$ cat src/rtl/gc_hold_timer.sv
// gc_hold_timer: counts HOLD_CYCLES cycles per vector and flags the last hold cycle
module gc_hold_timer #(
  parameter int HOLD_CYCLES = 50
) (
  input  logic clk,
  input  logic rst,
  input  logic clear,
  input  logic en,
  output logic tc
);
  localparam int W = $clog2(HOLD_CYCLES);
  logic [W-1:0] cnt;
  always_comb tc = en && (cnt == W'(HOLD_CYCLES - 1));
  always_ff @(posedge clk) begin
    if (rst || clear) cnt <= '0;
    else if (en) cnt <= tc ? '0 : cnt + W'(1);
  end
endmodule

$ cat config.mk
export PLATFORM = sky130hd
export DESIGN_NAME = gc_hold_timer
export DESIGN_NICKNAME = d
export VERILOG_FILES = /design/src/rtl/gc_hold_timer.sv
export SDC_FILE = /design/constraint.sdc
export NUM_CORES = 1
export LEC_CHECK = 0
export CORE_AREA = 2 2 39 41
export CTS_CLUSTER_DIAMETER = 30
export DETAILED_ROUTE_END_ITERATION = 10
export DIE_AREA = 0 0 41 43
export HOLD_SLACK_MARGIN = 0.1
export PLACE_DENSITY = 0.41
export SETUP_SLACK_MARGIN = 0.2
export SLEW_MARGIN = 0
export SYNTH_ARGS = -nofsm -noshare
export SYNTH_HDL_FRONTEND = slang
export SYNTH_SLANG_ARGS = --single-unit
$ cat constraint.sdc
create_clock -name clk -period 1.8 [get_ports clk]
set_clock_uncertainty 0.1 [all_clocks]
set_input_delay 0.18 -clock clk [delete_from_list [all_inputs] [get_ports clk]]
set_output_delay 0.18 -clock clk [all_outputs]
set_load 0.005 [all_outputs]
==> reports/metrics.csv, run 1 <==
stage;metric;value;unit
sta;final hold violation count;0;
critical_path;Max FO, Critical Path;2;
logic_synthesis;#FFs+latches synth;6;
clocking;Max clock buf depth;2;
placement;worst slack at placement;66.68;ps
cells_and_area;diodes inserted;0;
floorplanning;Die ar.;1763;sq um
drt;wire length on met3;33;um
clocking;CTS H-tree depth;1;
power_and_ir_drop;PD cells;584.7;nW/um^2
drt;total iterations of the first detailed-routing run;4;
sta;fin crit share;0.8775;
critical_path;Crit. Startpoint;cnt[0];
critical_path;Crit path largest cell delay;380;ps
cells_and_area;Largest regs;cnt (6);
logic_synthesis;Post-Synthesis Cells;33;
placement;routability cong.;0.7120;
logic_synthesis;syn nets;39;
drt;highest routed layer;met4;
critical_path;cell family with the largest share of critical-path delay;simple AND/OR/NAND/NOR gates;
clocking;clock sinks;6;
drt;antenna-violating nets left;0;
cells_and_area;Final Net Count;57;
floorplanning;row cnt;14;
logic_synthesis;Synth Cell Area;311.5;sq um
drt;routed vias;307;
sta;PnR worst setup slack;220.6;ps
sta;Tmin final;1579;ps
sta;Min Hold Slack;415.7;ps
critical_path;startpoint types;flip-flop;
cells_and_area;Area Growth Syn to Fin;63.45;%
cells_and_area;filler cell count;133;
critical_path;crit-path cells;ha_4, nor4bb_2, and3_1, buf_2;
cells_and_area;Most flops, register;cnt;
critical_path;WS Path Type;flip-flop to output port;
logic_synthesis;Post-synth EDFFs;0;
critical_path;RR Startpoint;cnt[1];
power_and_ir_drop;LEAKAGE;0.2088;nW
clocking;Root Buffer;clkbuf_4;
drt;DRC Markers;0;
logic_synthesis;Mapped Avg Cell Area;9.441;sq um
worst_hold_path;worst hold path class;flip-flop to flip-flop;
critical_path;crit path capture type;output port;
status;status;finished clean;
floorplanning;io pins;5;
drt;drt initial violations;4;
grt;initial antenna violation count;0;
logic_synthesis;Yosys Warn Count;0;
logic_synthesis;top_reg_cell synth;dfxtp_1;
grt;pin count of the biggest net entering global routing;7;
logic_synthesis;sequential share of the synthesized area;0.3855;
critical_path;Slowest-stage cell, CP;dfxtp_1;
clocking;worst skew pair latency;250;ps
placement;port buffer count;4;
logic_synthesis;post-synthesis cell type count;21;
drt;Avg WL per Cell;11.88;um
logic_synthesis;FFs w/ async S/R, synth;0;
worst_hold_path;hold path start;cnt[5];
drt;met1 WL;328;um
floorplanning;die width;41;um
grt;first-pass GRT wire length;1.235;mm
grt;number of global-route vias before repair;301;
placement;DP HPWL;460.6;um
sta;Peak Freq;633.1;MHz
grt;GRT Overall Usage;0.1136;
floorplanning;Starting Density;0.2251;
sta;worst slew pin tran;219.0;ps
sta;RSZ-0062 raised after global routing;yes;
sta;max-slew violations;0;
critical_path;buffers and inverters on the worst path;1;
floorplanning;die height;43;um
drt;DR vias/cell;4.723;
clocking;hold buffers post-CTS;0;
sta;post-route setup TNS;0;ps
sta;Final setup viols;0;
clocking;CTS clock-pin slew for the worst setup and hold paths;50;ps
critical_path;Req. time, crit path;1520;ps
drt;WL met2;383;um
clocking;CTS buffer count;3;
power_and_ir_drop;peak supply drop;319.0;uV
cells_and_area;final core utilization;0.3680;
drt;Total Wirelength;772;um
cells_and_area;max FFs per register;6;
clocking;CTS tree;done;
sta;Slew headroom;0.8519;
floorplanning;Placeable Area;1384;sq um
critical_path;CP Data Arrival Time;1300;ps
job;maxcap violations;0;
cells_and_area;layout cell share with drive strength beyond 1;0.4694;
grt;gr ovfl total;0;
tightest hold or removal path, delay by kind of cell (launching register included):
| family | cells | cell delay, ps |
|---|---|---|
| compound gates | 2 | 160 |
| flops | 1 | 310 |
repair_timing:
item / in CTS / in global routing
resized for setup: 5 / 10
pin swaps: 2 / 2
setup buffers: 7 / 0
setup endpoints to repair: 1 / 2
cell families (layout without fill, tap and decap cells):
group                      after synthesis  after routing  synth area share
and+or+nand+nor                         15             15            0.3052
DFF                                      6              6            0.3856
AOI/OAI and AO/OA                        4              4            0.1044
xor gates and xnor gates                 3              3           0.08435
buffers and inverters                    3             19           0.04012
adders and majority gates                2              2           0.08031
power by group:
group,switching [mW],internal (mW)
Combinational,0.0126,0.0188
Clock,0.0543,0.0758
Sequential,0.00144,0.135
Total,0.0684,0.229
area by class of cell:
class / instances / area, sq um / area share
Tap cell: 16 / 20.02 / 0.03931
Multi-Input combinational cell: 24 / 205.2 / 0.4029
Inverter: 1 / 3.754 / 0.007371
Sequential cell: 6 / 121.4 / 0.2383
Timing Repair Buffer: 15 / 136.4 / 0.2678
Clock buffer: 3 / 22.52 / 0.04423
worst paths after layout:
check,end,slack (ps),cells after the start
worst max-delay path,tc,220,4
worst min register to register,cnt[5],420,2
worst min-delay path,cnt[5],420,2
worst max register to register,cnt[1],250,9
synth_stat cells (2+ instances only):
cell,number,share of area
dfxtp_1,6,0.39
nor3_1,3,0.048
xor2_1,3,0.084
ha_1,2,0.080
nand2_1,2,0.024
nand3b_1,2,0.048
per-stage QoR:
step	area, sq um	power [mW]	instances
after floorplan	311.5	0.1466	33
after global placement	392.9	0.1606	55
after detailed placement	392.9	0.1613	55
after CTS	465.4	0.2995	65
after global routing	509.2	0.3089	65
final	509.2	0.2978	65
metal layers:
metal | vias to the layer above | track usage
met5 | - | 0
met4 | 0 | 0.1200
met3 | 5 | 0.03141
met2 | 10 | 0.1625
met1 | 138 | 0.1194
li1 | 154 | -
cell usage in the layout (no fill, tap or decap), types with 2 or more instances in the layout:
cell / count
buf_4: 6
dfxtp_1: 5
buf_6: 5
xor2_1: 3
nor3_1: 3
clkbuf_4: 3
clkdlybuf4s50_1: 3
nand2_1: 2
nand3b_1: 2
Note: power is estimated with default switching activity, not from simulation.
==> inputs of run 2 (changes only) <==
- PLACE_DENSITY: 0.41 -> 0.4
==> reports/metrics.csv, run 2 (synthesis results as in run 1) <==
stage;metric;value;unit;change
floorplanning;Die ar.;1763;sq um;unchanged
clocking;worst skew pair latency;250;ps;about the same
worst_hold_path;worst hold path class;flip-flop to flip-flop;;
sta;Tmin final;1528;ps;-51.83 ps
cells_and_area;layout cell share with drive strength beyond 1;0.4186;;-0.05078
critical_path;startpoint types;flip-flop;;
floorplanning;die width;41;um;unchanged
grt;pin count of the biggest net entering global routing;7;;unchanged
drt;routed vias;275;;-10%
drt;DRC Markers;0;;unchanged
critical_path;Slowest-stage cell, CP;dfxtp_2;;
clocking;CTS H-tree depth;1;;unchanged
sta;Peak Freq;654.6;MHz;+3.4%
placement;routability cong.;0.7295;;+2.5%
drt;drt initial violations;3;;-1
clocking;CTS buffer count;3;;unchanged
sta;max-slew violations;0;;unchanged
sta;final hold violation count;0;;unchanged
cells_and_area;most frequent cells in the layout;buf_4 (5), dfxtp_1 (4);;
drt;DR vias/cell;4.661;;-1.3%
status;status;finished clean;;
critical_path;Crit path largest cell delay;320;ps;-60 ps
critical_path;Req. time, crit path;1520;ps;about the same
cells_and_area;diodes inserted;0;;unchanged
cells_and_area;max FFs per register;6;;unchanged
cells_and_area;Largest regs;cnt (6);;
cells_and_area;Area Growth Syn to Fin;45.38;%;
critical_path;CP Data Arrival Time;1250;ps;-50 ps
drt;Avg WL per Cell;11.86;um;-0.11%
cells_and_area;most common cell after layout, fill and taps aside;buf_4;;
grt;first-pass GRT wire length;1.062;mm;-14%
placement;worst slack at placement;64.02;ps;-2.668 ps
clocking;Max clock buf depth;2;;unchanged
drt;Total Wirelength;700;um;-9.3%
grt;GRT Overall Usage;0.09677;;-0.01679
cells_and_area;Most flops, register;cnt;;
cells_and_area;Final Net Count;51;;-11%
grt;gr ovfl total;0;;unchanged
job;maxcap violations;0;;unchanged
sta;fin crit share;0.8487;;-0.02879
critical_path;crit path capture type;output port;;
drt;antenna-violating nets left;0;;unchanged
cells_and_area;non-filler cells in the finished layout;59;;-9.2%
drt;total iterations of the first detailed-routing run;4;;unchanged
clocking;Root Buffer;clkbuf_4;;
critical_path;WS Path Type;flip-flop to output port;;
cells_and_area;filler cell count;144;;+8.3%
critical_path;Max FO, Critical Path;2;;unchanged
placement;Placed Instances;55;;unchanged
floorplanning;row cnt;14;;unchanged
sta;Slew headroom;0.8375;;-0.01440
grt;number of global-route vias before repair;259;;-14%
power_and_ir_drop;peak supply drop;263.8;uV;-17%
clocking;CTS clock-pin slew for the worst setup and hold paths;50;ps;about the same
sta;worst slew pin tran;243.4;ps;+24.41 ps
sta;Min Hold Slack;427.8;ps;+12.02 ps
sta;Final setup viols;0;;unchanged
placement;DP HPWL;441;um;-4.3%
grt;initial antenna violation count;0;;unchanged
critical_path;crit-path cells;inv_2, ha_4, nor4bb_4, and3_4, buf_2;;
clocking;clock sinks;6;;unchanged
floorplanning;io pins;5;;unchanged
power_and_ir_drop;total power;0.2910;mW;-2.3%
floorplanning;Placeable Area;1384;sq um;unchanged
power_and_ir_drop;PD cells;642.5;nW/um^2;+9.9%
sta;post-route setup TNS;0;ps;unchanged
floorplanning;die height;43;um;unchanged
placement;port buffer count;4;;unchanged
sta;RSZ-0062 raised after global routing;no;;
clocking;CTS tree;done;;
sta;PnR worst setup slack;272.4;ps;+51.83 ps
power_and_ir_drop;LEAKAGE;0.1717;nW;-18%
floorplanning;Starting Density;0.2251;;unchanged
[run 2: routing by layer]
| layer | GRT usage | up-vias | wire length, um |
|---|---|---|---|
| li1 | - | 140 | - |
| met1 | 0.1107 | 128 | 323 |
| met2 | 0.1281 | 7 | 335 |
| met3 | 0.06283 | 0 | 41 |
| met4 | 0.06000 | 0 | 0 |
| met5 | 0 | - | 0 |
[run 2: final timing paths]
path                               end  startpoint  slack (ps)  cells after the start
worst max-delay path                tc      cnt[1]         270                      5
worst min-delay path            cnt[5]      cnt[5]         430                      2
worst max register to register  cnt[5]      cnt[2]         420                      3
worst min register to register  cnt[5]      cnt[5]         430                      2
[run 2: final cells by class]
type	instances	area (sq um)	area share
clock buffers	3	22.52	0.04972
inverters	1	3.754	0.008287
multi-input cells	24	211.5	0.4669
flip-flops and latches	6	122.6	0.2707
well taps	16	20.02	0.04420
repair buffers	9	72.57	0.1602
[run 2: power breakdown]
group	switching [mW]	total (mW)	internal [mW]
Clock	0.0529	0.129	0.0757
Combinational	0.0107	0.0259	0.0152
Sequential	0.00144	0.136	0.135
[run 2: critical path, delay by kind of cell, from the launching register on]
family | cells | cell delay [ps]
buf+inv | 2 | 170
fa+ha+maj | 1 | 120
flops | 1 | 320
simple gates | 2 | 390
[run 2: timing repair]
item / 4_1_cts / 5_1_grt
setup buffers: 1 / 0
endpoints found under the setup margin: 1 / 1
resized for setup: 5 / 7
endpoints found under the hold margin: 0 / 0
hold buffers: 0 / 0
pin swaps: 2 / 1
[run 2: metrics by stage]
step           utilization  area, sq um
2_1_floorplan            -        311.5
3_3_place_gp        0.2839        392.9
3_5_place_dp        0.2839        392.9
4_1_cts             0.3038        420.4
5_1_grt             0.3273        452.9
6_report            0.3273        452.9
